--- config.mk ---
export PLATFORM = sky130hd
export DESIGN_NAME = sha256d_nonce_feeder
export DESIGN_NICKNAME = d
export VERILOG_FILES = /design/src/rtl/sha256d_nonce_feeder_pkg.sv /design/src/rtl/sha256d_nonce_feeder_hdr_word_ram.sv /design/src/rtl/sha256d_nonce_feeder.sv
export SDC_FILE = /design/constraint.sdc
export NUM_CORES = 2
export LEC_CHECK = 0
export BUFFER_PORTS_ARGS = -buffer_cell sky130_fd_sc_hd__buf_4
export CORE_AREA = 10 10 363 365
export CTS_CLUSTER_SIZE = 25
export DETAILED_ROUTE_END_ITERATION = 16
export DIE_AREA = 0 0 373 375
export GPL_TIMING_DRIVEN = 0
export MAX_ROUTING_LAYER = met4
export PLACE_DENSITY_LB_ADDON = 0.3
export SLEW_MARGIN = 20
export SYNTH_ARGS = -nofsm -noshare
export SYNTH_HDL_FRONTEND = slang
export SYNTH_SLANG_ARGS = --single-unit
--- constraint.sdc ---
create_clock -name clk -period 4.1 [get_ports clk]
set_input_delay 0.615 -clock clk [delete_from_list [all_inputs] [get_ports clk]]
set_output_delay 0.615 -clock clk [all_outputs]
set_load 0.005 [all_outputs]
--- src/rtl/sha256d_nonce_feeder_pkg.sv ---
// Shared definitions for the sha256d nonce feeder and hasher wrapper.
// FSM encoding, header geometry and byte-reverse helpers.
package sha256d_nonce_feeder_pkg;

    localparam int HDR_WORDS  = 20;
    localparam int NONCE_WORD = 19;

    typedef enum logic [1:0] {
        ST_IDLE,
        ST_LAUNCH,
        ST_WAIT,
        ST_CHECK
    } feeder_state_t;

    function automatic logic [31:0] bswap32(input logic [31:0] w);
        return {w[7:0], w[15:8], w[23:16], w[31:24]};
    endfunction

    function automatic logic [255:0] bswap256(input logic [255:0] w);
        logic [255:0] r;
        r = '0;
        for (int i = 0; i < 32; i++) begin
            r[8*i +: 8] = w[8*(31-i) +: 8];
        end
        return r;
    endfunction

endpackage

--- src/rtl/sha256d_nonce_feeder_hdr_word_ram.sv ---
// Header word store: 20x32 registers, one write port, one registered read.
// Reads beyond the header return zero.
module hdr_word_ram
    import sha256d_nonce_feeder_pkg::*;
(
    input  logic        clk,
    input  logic        rst,
    input  logic        we,
    input  logic [4:0]  waddr,
    input  logic [31:0] wdata,
    input  logic        re,
    input  logic [4:0]  raddr,
    output logic [31:0] rdata
);

    localparam logic [4:0] LIM = 5'(HDR_WORDS);

    logic [31:0] mem [HDR_WORDS];

    // Header contents survive reset; out-of-range writes are dropped.
    always_ff @(posedge clk) begin
        if (we && waddr < LIM) begin
            mem[waddr] <= wdata;
        end
    end

    // Registered read port, zero for indices past the header.
    always_ff @(posedge clk) begin
        if (rst) begin
            rdata <= '0;
        end else if (re) begin
            rdata <= (raddr < LIM) ? mem[raddr] : 32'd0;
        end
    end

endmodule

--- src/rtl/sha256d_nonce_feeder.sv ---
// Serves the block header to the sha256d hasher with a live nonce,
// checks each hash against a target and steps the nonce until done.
module sha256d_nonce_feeder
    import sha256d_nonce_feeder_pkg::*;
#(
    parameter bit NONCE_SWAP = 1'b1
) (
    input  logic         clk,
    input  logic         rst,
    input  logic         cfg_we,
    input  logic [4:0]   cfg_addr,
    input  logic [31:0]  cfg_wdata,
    input  logic [31:0]  nonce_start,
    input  logic [31:0]  nonce_end,
    input  logic [255:0] target,
    input  logic         run,
    input  logic         stop,
    output logic         h_start,
    input  logic         h_rq,
    input  logic [4:0]   h_addr,
    output logic         h_rdy,
    output logic [31:0]  h_data,
    input  logic [255:0] h_hash,
    input  logic         h_done,
    output logic         busy,
    output logic         found,
    output logic         exhausted,
    output logic [31:0]  nonce_out,
    output logic [255:0] hash_out
);

    feeder_state_t state;
    logic [31:0]   nonce;
    logic [31:0]   end_q;
    logic [255:0]  tgt_q;
    logic          stop_pend;
    logic          done_q;
    logic          sel_nonce;
    logic [31:0]   nonce_bus;
    logic [31:0]   ram_q;
    logic          done_rise;
    logic          hit;

    assign done_rise = h_done & ~done_q;
    assign hit       = bswap256(hash_out) <= tgt_q;
    assign h_data    = sel_nonce ? nonce_bus : ram_q;

    hdr_word_ram u_ram (
        .clk   (clk),
        .rst   (rst),
        .we    (cfg_we & ~busy),
        .waddr (cfg_addr),
        .wdata (cfg_wdata),
        .re    (h_rq),
        .raddr (h_addr),
        .rdata (ram_q)
    );

    // Bus response: capture the nonce word alongside the RAM read.
    always_ff @(posedge clk) begin
        if (rst) begin
            h_rdy     <= 1'b0;
            sel_nonce <= 1'b0;
            nonce_bus <= '0;
            done_q    <= 1'b0;
        end else begin
            h_rdy  <= h_rq;
            done_q <= h_done;
            if (h_rq) begin
                sel_nonce <= h_addr == 5'(NONCE_WORD);
                nonce_bus <= NONCE_SWAP ? bswap32(nonce) : nonce;
            end
        end
    end

    // Search sequencer: launch, wait for the hash, check, step nonce.
    always_ff @(posedge clk) begin
        if (rst) begin
            state     <= ST_IDLE;
            nonce     <= '0;
            end_q     <= '0;
            tgt_q     <= '0;
            stop_pend <= 1'b0;
            h_start   <= 1'b0;
            busy      <= 1'b0;
            found     <= 1'b0;
            exhausted <= 1'b0;
            nonce_out <= '0;
            hash_out  <= '0;
        end else begin
            if (stop && state != ST_IDLE) begin
                stop_pend <= 1'b1;
            end
            unique case (state)
                ST_IDLE: begin
                    if (run) begin
                        nonce     <= nonce_start;
                        end_q     <= nonce_end;
                        tgt_q     <= target;
                        found     <= 1'b0;
                        exhausted <= 1'b0;
                        stop_pend <= 1'b0;
                        busy      <= 1'b1;
                        h_start   <= 1'b1;
                        state     <= ST_LAUNCH;
                    end
                end
                ST_LAUNCH: begin
                    h_start <= 1'b0;
                    state   <= ST_WAIT;
                end
                ST_WAIT: begin
                    if (done_rise) begin
                        hash_out  <= h_hash;
                        nonce_out <= nonce;
                        state     <= ST_CHECK;
                    end
                end
                ST_CHECK: begin
                    if (hit) begin
                        found     <= 1'b1;
                        busy      <= 1'b0;
                        stop_pend <= 1'b0;
                        state     <= ST_IDLE;
                    end else if (nonce == end_q) begin
                        exhausted <= 1'b1;
                        busy      <= 1'b0;
                        stop_pend <= 1'b0;
                        state     <= ST_IDLE;
                    end else if (stop_pend || stop) begin
                        busy      <= 1'b0;
                        stop_pend <= 1'b0;
                        state     <= ST_IDLE;
                    end else begin
                        nonce   <= nonce + 32'd1;
                        h_start <= 1'b1;
                        state   <= ST_LAUNCH;
                    end
                end
                default: state <= ST_IDLE;
            endcase
        end
    end

endmodule

Yosys cells after proc, flatten, opt, wreduce, memory -nomap -nowiden
Memories as Yosys holds them, arrays and structs flattened.
Index checks and enable logic that the tools add are counted.
{ "word_totals": {"reg_bits": 682, "ram_bits": 640, "out_inout_bits": 325, "elab_cells": 89, "mem_count": 1} }
{ "op_classes": {"add_sub_neg": 1, "magnitude_cmp": 3, "n_eq_ne": 13, "muxes": 36, "n_bitwise": 4, "reduce_logical": 15} }
{ "mem_list": {"columns": ["memory", "depth", "width", "rd", "rd_clocked_by_memory_dff", "wr", "line_no", "source"], "rows": [
  ["u_ram.mem", 20, 32, 1, 0, 1, "sha256d_nonce_feeder_hdr_word_ram.sv:18", "logic [31:0] mem [HDR_WORDS];"]
]} }
{ "op_table": {"columns": ["op", "n"], "rows": [
  ["256-bit <= comparator", 1],
  ["32-bit two-way mux", 6],
  ["32-bit case mux with 2 select lines", 1],
  ["32-bit by 1-bit adder with 32-bit output (second input constant)", 1],
  ["32-bit == test", 1],
  ["1-bit two-way mux", 21],
  ["2-bit inequality test (second input constant)", 7],
  ["5-bit < comparator (second input constant)", 2],
  ["5-bit AND reduction", 2],
  ["1-bit case mux with 2 select lines", 4],
  ["2-bit case mux with 4 select lines", 1],
  ["2-bit AND reduction", 3],
  ["3-bit AND reduction", 2],
  ["5-bit == test (second input constant)", 1],
  ["2-bit == test (second input constant)", 2],
  ["2-bit two-way mux", 2],
  ["4-bit inequality test (second input constant)", 1],
  ["4-bit AND reduction", 1],
  ["2-bit nonzero test", 2],
  ["1-bit case mux with 3 select lines", 1],
  ["3-bit nonzero test", 1],
  ["1-bit bitwise AND", 2],
  ["2-bit by 1-bit == test with 1-bit output (second input constant)", 1],
  ["1-bit logical AND", 2],
  ["other kinds (3)", 4]
]} }

Depth between registers and ports, before layout
{ "logic_depth": {"ltp_word": 7, "mapped_depth": 15, "ltp_nobuf": 13} }

Cells and area by module
From an unflattened synthesis, not the netlist that was laid out.
{ "unflattened": {"cells_unflattened": 5522, "hier_area_um2": 56793.2} }
{ "modules_own_cells": {"columns": ["mod", "instances", "cells_per_inst", "area_each_um2", "seq_area_each_um2"], "rows": [
  ["sha256d_nonce_feeder", 1, 4009, 30749.5, 13012.5],
  ["hdr_word_ram", 1, 1513, 26043.7, 19859.0]
]} }

Worst setup path after synthesis
OpenSTA, ideal clock, no wires.
{ "synth_path": {"kind": "input -> register", "startpoint": "input cfg_addr[4]", "endpoint": "memory u_ram.mem[8][0], enable pin", "t_arrival_ns": 3.191, "slack_ns": 0.448, "cell_stages": 3, "n_path_buf": 0, "cell_sequence": "nor3b_1 nand2_1 nor3_1"} }
{ "synth_between": {"elab_chain_cells": 4} }
{ "synth_rtl": {"columns": ["element", "line_no", "source"], "rows": [
  ["from (decl)", "sha256d_nonce_feeder.sv:11", "input logic [4:0] cfg_addr,"],
  ["5-bit < comparator", "sha256d_nonce_feeder_hdr_word_ram.sv:22", "if (we && waddr < LIM) begin"],
  ["1-bit logical AND", "sha256d_nonce_feeder_hdr_word_ram.sv:22", null],
  ["1-bit two-way mux", "sha256d_nonce_feeder_hdr_word_ram.sv:22", null],
  ["1-bit two-way mux (not written as such)", "sha256d_nonce_feeder_hdr_word_ram.sv:23", "mem[waddr] <= wdata;"],
  ["to (decl)", "sha256d_nonce_feeder_hdr_word_ram.sv:18", null]
]} }
Several ways; a longest one is shown, not always the timed one.

Worst setup path after layout
{ "layout_path": {"startpoint": "register tgt_q[254]", "endpoint": "register nonce[19]"} }
{ "layout_between": {"elab_chain_cells": 3} }
{ "layout_rtl": {"columns": ["element", "line_no", "source"], "rows": [
  ["from (decl)", "sha256d_nonce_feeder.sv:35", "logic [255:0] tgt_q;"],
  ["from (signal assigned)", "sha256d_nonce_feeder.sv:99", "tgt_q <= target;"],
  ["256-bit <= comparator", "sha256d_nonce_feeder.sv:45", "assign hit = bswap256(hash_out) <= tgt_q;"],
  ["2-bit inequality test (no source line)", null, null],
  ["5-bit AND reduction (no source line)", null, null],
  ["to (signal assigned)", "sha256d_nonce_feeder.sv:97", "nonce <= nonce_start;"],
  ["to (signal assigned)", "sha256d_nonce_feeder.sv:135", "nonce <= nonce + 32'd1;"],
  ["to (decl)", "sha256d_nonce_feeder.sv:33", "logic [31:0] nonce;"]
]} }
No other way between the ends.
A chain may end at the register's enable or synchronous reset.

==> impl_metrics.json <==
{
  "synthArstFlopShare": 0,
  "drt-initial-drc-count": 5628,
  "cts_inserted_buffers": 145,
  "htreeDepth": 4,
  "grt_pass1_wl_um": 328000,
  "crit_fanout": 10,
  "grt_max_degree": 21,
  "rsz0062_at_grt": "true",
  "track_usage": 0.337,
  "end_kind": "flop",
  "fill_cells": 10600,
  "drcViolationCount": 0,
  "cap_violations": 0,
  "syn-cell-area_um2": 55900,
  "holdWs_ps": 54.9,
  "powerDensity_nw_per_um2": 527,
  "place.gp.congestion": 1.01,
  "dp_hpwl_um": 189000,
  "cp_data_arrival_time_ps": 4840,
  "clock-sinks": 1322,
  "startpoint_type": "flop",
  "drive_gt1_frac": 0.239,
  "violations": "negative setup slack",
  "synth-edff-count": 640,
  "slew_violations": 0,
  "vdd_drop_max_mv": 0.481,
  "numPortBuffers": 941,
  "dieArea_um2": 140000,
  "antenna_found_initial": 83,
  "cp.required_ps": 4800,
  "firstDrtPassIters": 8,
  "overflow": 0,
  "avgRoutedWirePerCell_um": 29.7,
  "fmax_ghz": 0.242,
  "slew_headroom": 0.188,
  "ys_seq_elements": 1322,
  "synth_warnings": 0,
  "fin_crit_sh": 1.01,
  "viasPerCell": 5.75,
  "floorplan.die.height_um": 375,
  "fp-row-count": 130,
  "drt_wl_total_um": 239000,
  "clockBufferDepth": 3,
  "use_met1": 0.408,
  "path_clk_slew_ps": 60,
  "ant_nets": 0,
  "grt_pass1_vias": 43200,
  "coreArea_um2": 125000,
  "ys_types": 74,
  "finalNetCount": 7089,
  "clock_skew_ps": 37.9,
  "synth_area_per_cell_um2": 11.0,
  "synth-main-ff-cell": "dfxtp_1",
  "start_util": 0.448,
  "worstMarginPinSlew_ps": 1220,
  "die_w_um": 373,
  "critPathKind": "flop to flop",
  "synth_top_area_share": 0.344,
  "final_area_um2": 71100,
  "leakage_nw": 27.1,
  "area_growth_pct": 27.2,
  "grt_util_met3": 0.0975,
  "hp-class": "input pin to flop",
  "ios": 950,
  "met2_usage": 0.522,
  "synthCells": 5059,
  "grt-busiest-layer": "met2",
  "dr_total_vias": 46200,
  "final.setup.worst_slack_ps": -37.6,
  "setup_viol": 1,
  "cts_tree": "yes",
  "placement.cell_area_um2": 65800,
  "clockRootBuffer": "clkbuf_16",
  "synth-seq-area-share": 0.589,
  "synth_top_area_cell": "edfxtp_1",
  "syn_nets": 5946,
  "period_needed_ps": 4140,
  "clock_latency_ps": 800,
  "hold_viol_final": 0,
  "status": "complete, but fails checks",
  "netlist_top_cells_area": "edfxtp_1 (34%), dfxtp_1 (24%), nand2_1 (8.4%)"
}
[metal layers]
layer	routed length (um)	vias up	part of all wire
met4	11700	0	0.049
met5	0	-	0
li1	-	20200	-
met3	25800	469	0.11
met1	90800	22900	0.38
met2	111000	2674	0.46
[final cells by class]
type                            count  area [um^2]  area share
Timing Repair Buffer              996         7820       0.110
Tap cell                         1650         2060      0.0290
Antenna cell                       73          183     0.00257
Clock buffer                      186         3910      0.0551
Inverter                          271         1020      0.0143
Multi-Input combinational cell   3162        21100       0.297
Clock inverter                     76          921      0.0130
Sequential cell                  1322        32900       0.463
Buffer                            304         1170      0.0165
[cell usage after synthesis, drive strengths merged (4+ instances only)]
master and number:
a2111oi 7, a211oi 24, a21o 32, a21oi 726, a221oi 12, a22oi 6, a311oi 5, a31oi 5
and3 16, and4 8, buf 30, clkbuf 274, dfxtp 682, edfxtp 640, ha 262, inv 268
mux2 32, mux2i 71, mux4 192, nand2 1256, nand2b 7, nand3 42, nand4 67, nor2 171
nor2b 6, nor3 34, nor4 33, o211ai 4, o21ai 43, o22ai 11, o41ai 5, or3 8
xnor2 4, xor2 32
[stage by stage]
step	total power, mW	setup slack [ps]	cells	setup TNS, ps	utilization
finish	37.5	-37.6	8040	-37.6	0.570
global route	38.8	-107	8030	-303	0.569
CTS	37.2	2.17	7957	0	0.566
detailed placement	24.0	-709	7694	-29860	0.527
global placement	23.8	-2500	7650	-604600	0.521
floorplan	20.3	448	5059	0	-
[power by group]
part | total, mW | leakage, nW | switching [mW] | internal, mW
registers | 15.7 | 11.3 | 0.896 | 14.8
clock network | 13.3 | 2.36 | 5.75 | 7.56
logic | 8.46 | 13.5 | 5.44 | 3.02
[sequential cells by signal, indices dropped and copies added, names as in the netlist]
signal	flops
end_q	32
exhausted	1
hash_out	256
state	2
stop_pend	1
nonce_out	32
tgt_q	256
done_q	1
busy	1
u_ram.mem	640
nonce_bus	32
nonce	32
u_ram.rdata	32
sel_nonce	1
h_rdy	1
found	1
h_start	1
[worst max-delay path, cell delays in order, from the launching register on]
cell and delay, ps:
dfxtp_1 330, inv_1 80, ha_1 310, nand4_1 260, nor4_4 220, buf_4 180
nand4_4 130, nor4_4 320, and2_4 250, nand2_1 70, o221a_1 340, a211o_1 380
buf_6 170, clkbuf_4 220, nor3_4 260, nand2_1 140, a221oi_2 330
[path summary, 6_finish.rpt]
| kind | start | cells past startpoint | slack, ps | end |
|---|---|---|---|---|
| worst min register to register | tgt_q[112] | 2 | 450 | tgt_q[112] |
| worst max register to register | tgt_q[254] | 16 | -40 | nonce[19] |
| worst max-delay path | tgt_q[254] | 16 | -40 | nonce[19] |
| worst min-delay path | h_hash[1] | 3 | 50 | hash_out[1] |
[logic make-up after synthesis]
kind of cell | after synthesis | share of synthesized area
buf+inv | 575 | 0.0390
flops | 1322 | 0.589
mux | 295 | 0.0966
xor+xnor | 36 | 0.00564
simple gates | 1664 | 0.123
compound gates | 905 | 0.0884
fa+ha+maj | 262 | 0.0587
[repair_timing]
item | CTS | global route
gates resized for setup | 7 | 27
setup buffers | 1 | 9
endpoints found under the setup margin | 35 | 31
hold buffers | 0 | 0
pin swaps | 1 | 14
[cell usage in the layout (no fill, tap or decap), types with 11 or more instances in the layout]
cell type  count
nand2_1     1256
buf_4        968
a21oi_1      725
dfxtp_1      677
edfxtp_1     640
clkbuf_1     298
inv_1        267
ha_1         259
mux4_2       192
nor2_1       156
clkbuf_16    145
diode_2       73
mux2i_1       71
nand4_1       65
o21ai_0       42
nand3_1       42
mux2_2        32
a21o_1        32
xor2_1        32
nor4_1        24
nor3_1        23
a211oi_1      22
clkinv_2      22
buf_1         21
clkinv_1      21
and3_1        16
nor2_4        15
clkbuf_8      13
o22ai_1       11
bufinv_16     11
No activity file was read; power rests on OpenSTA's default activity.
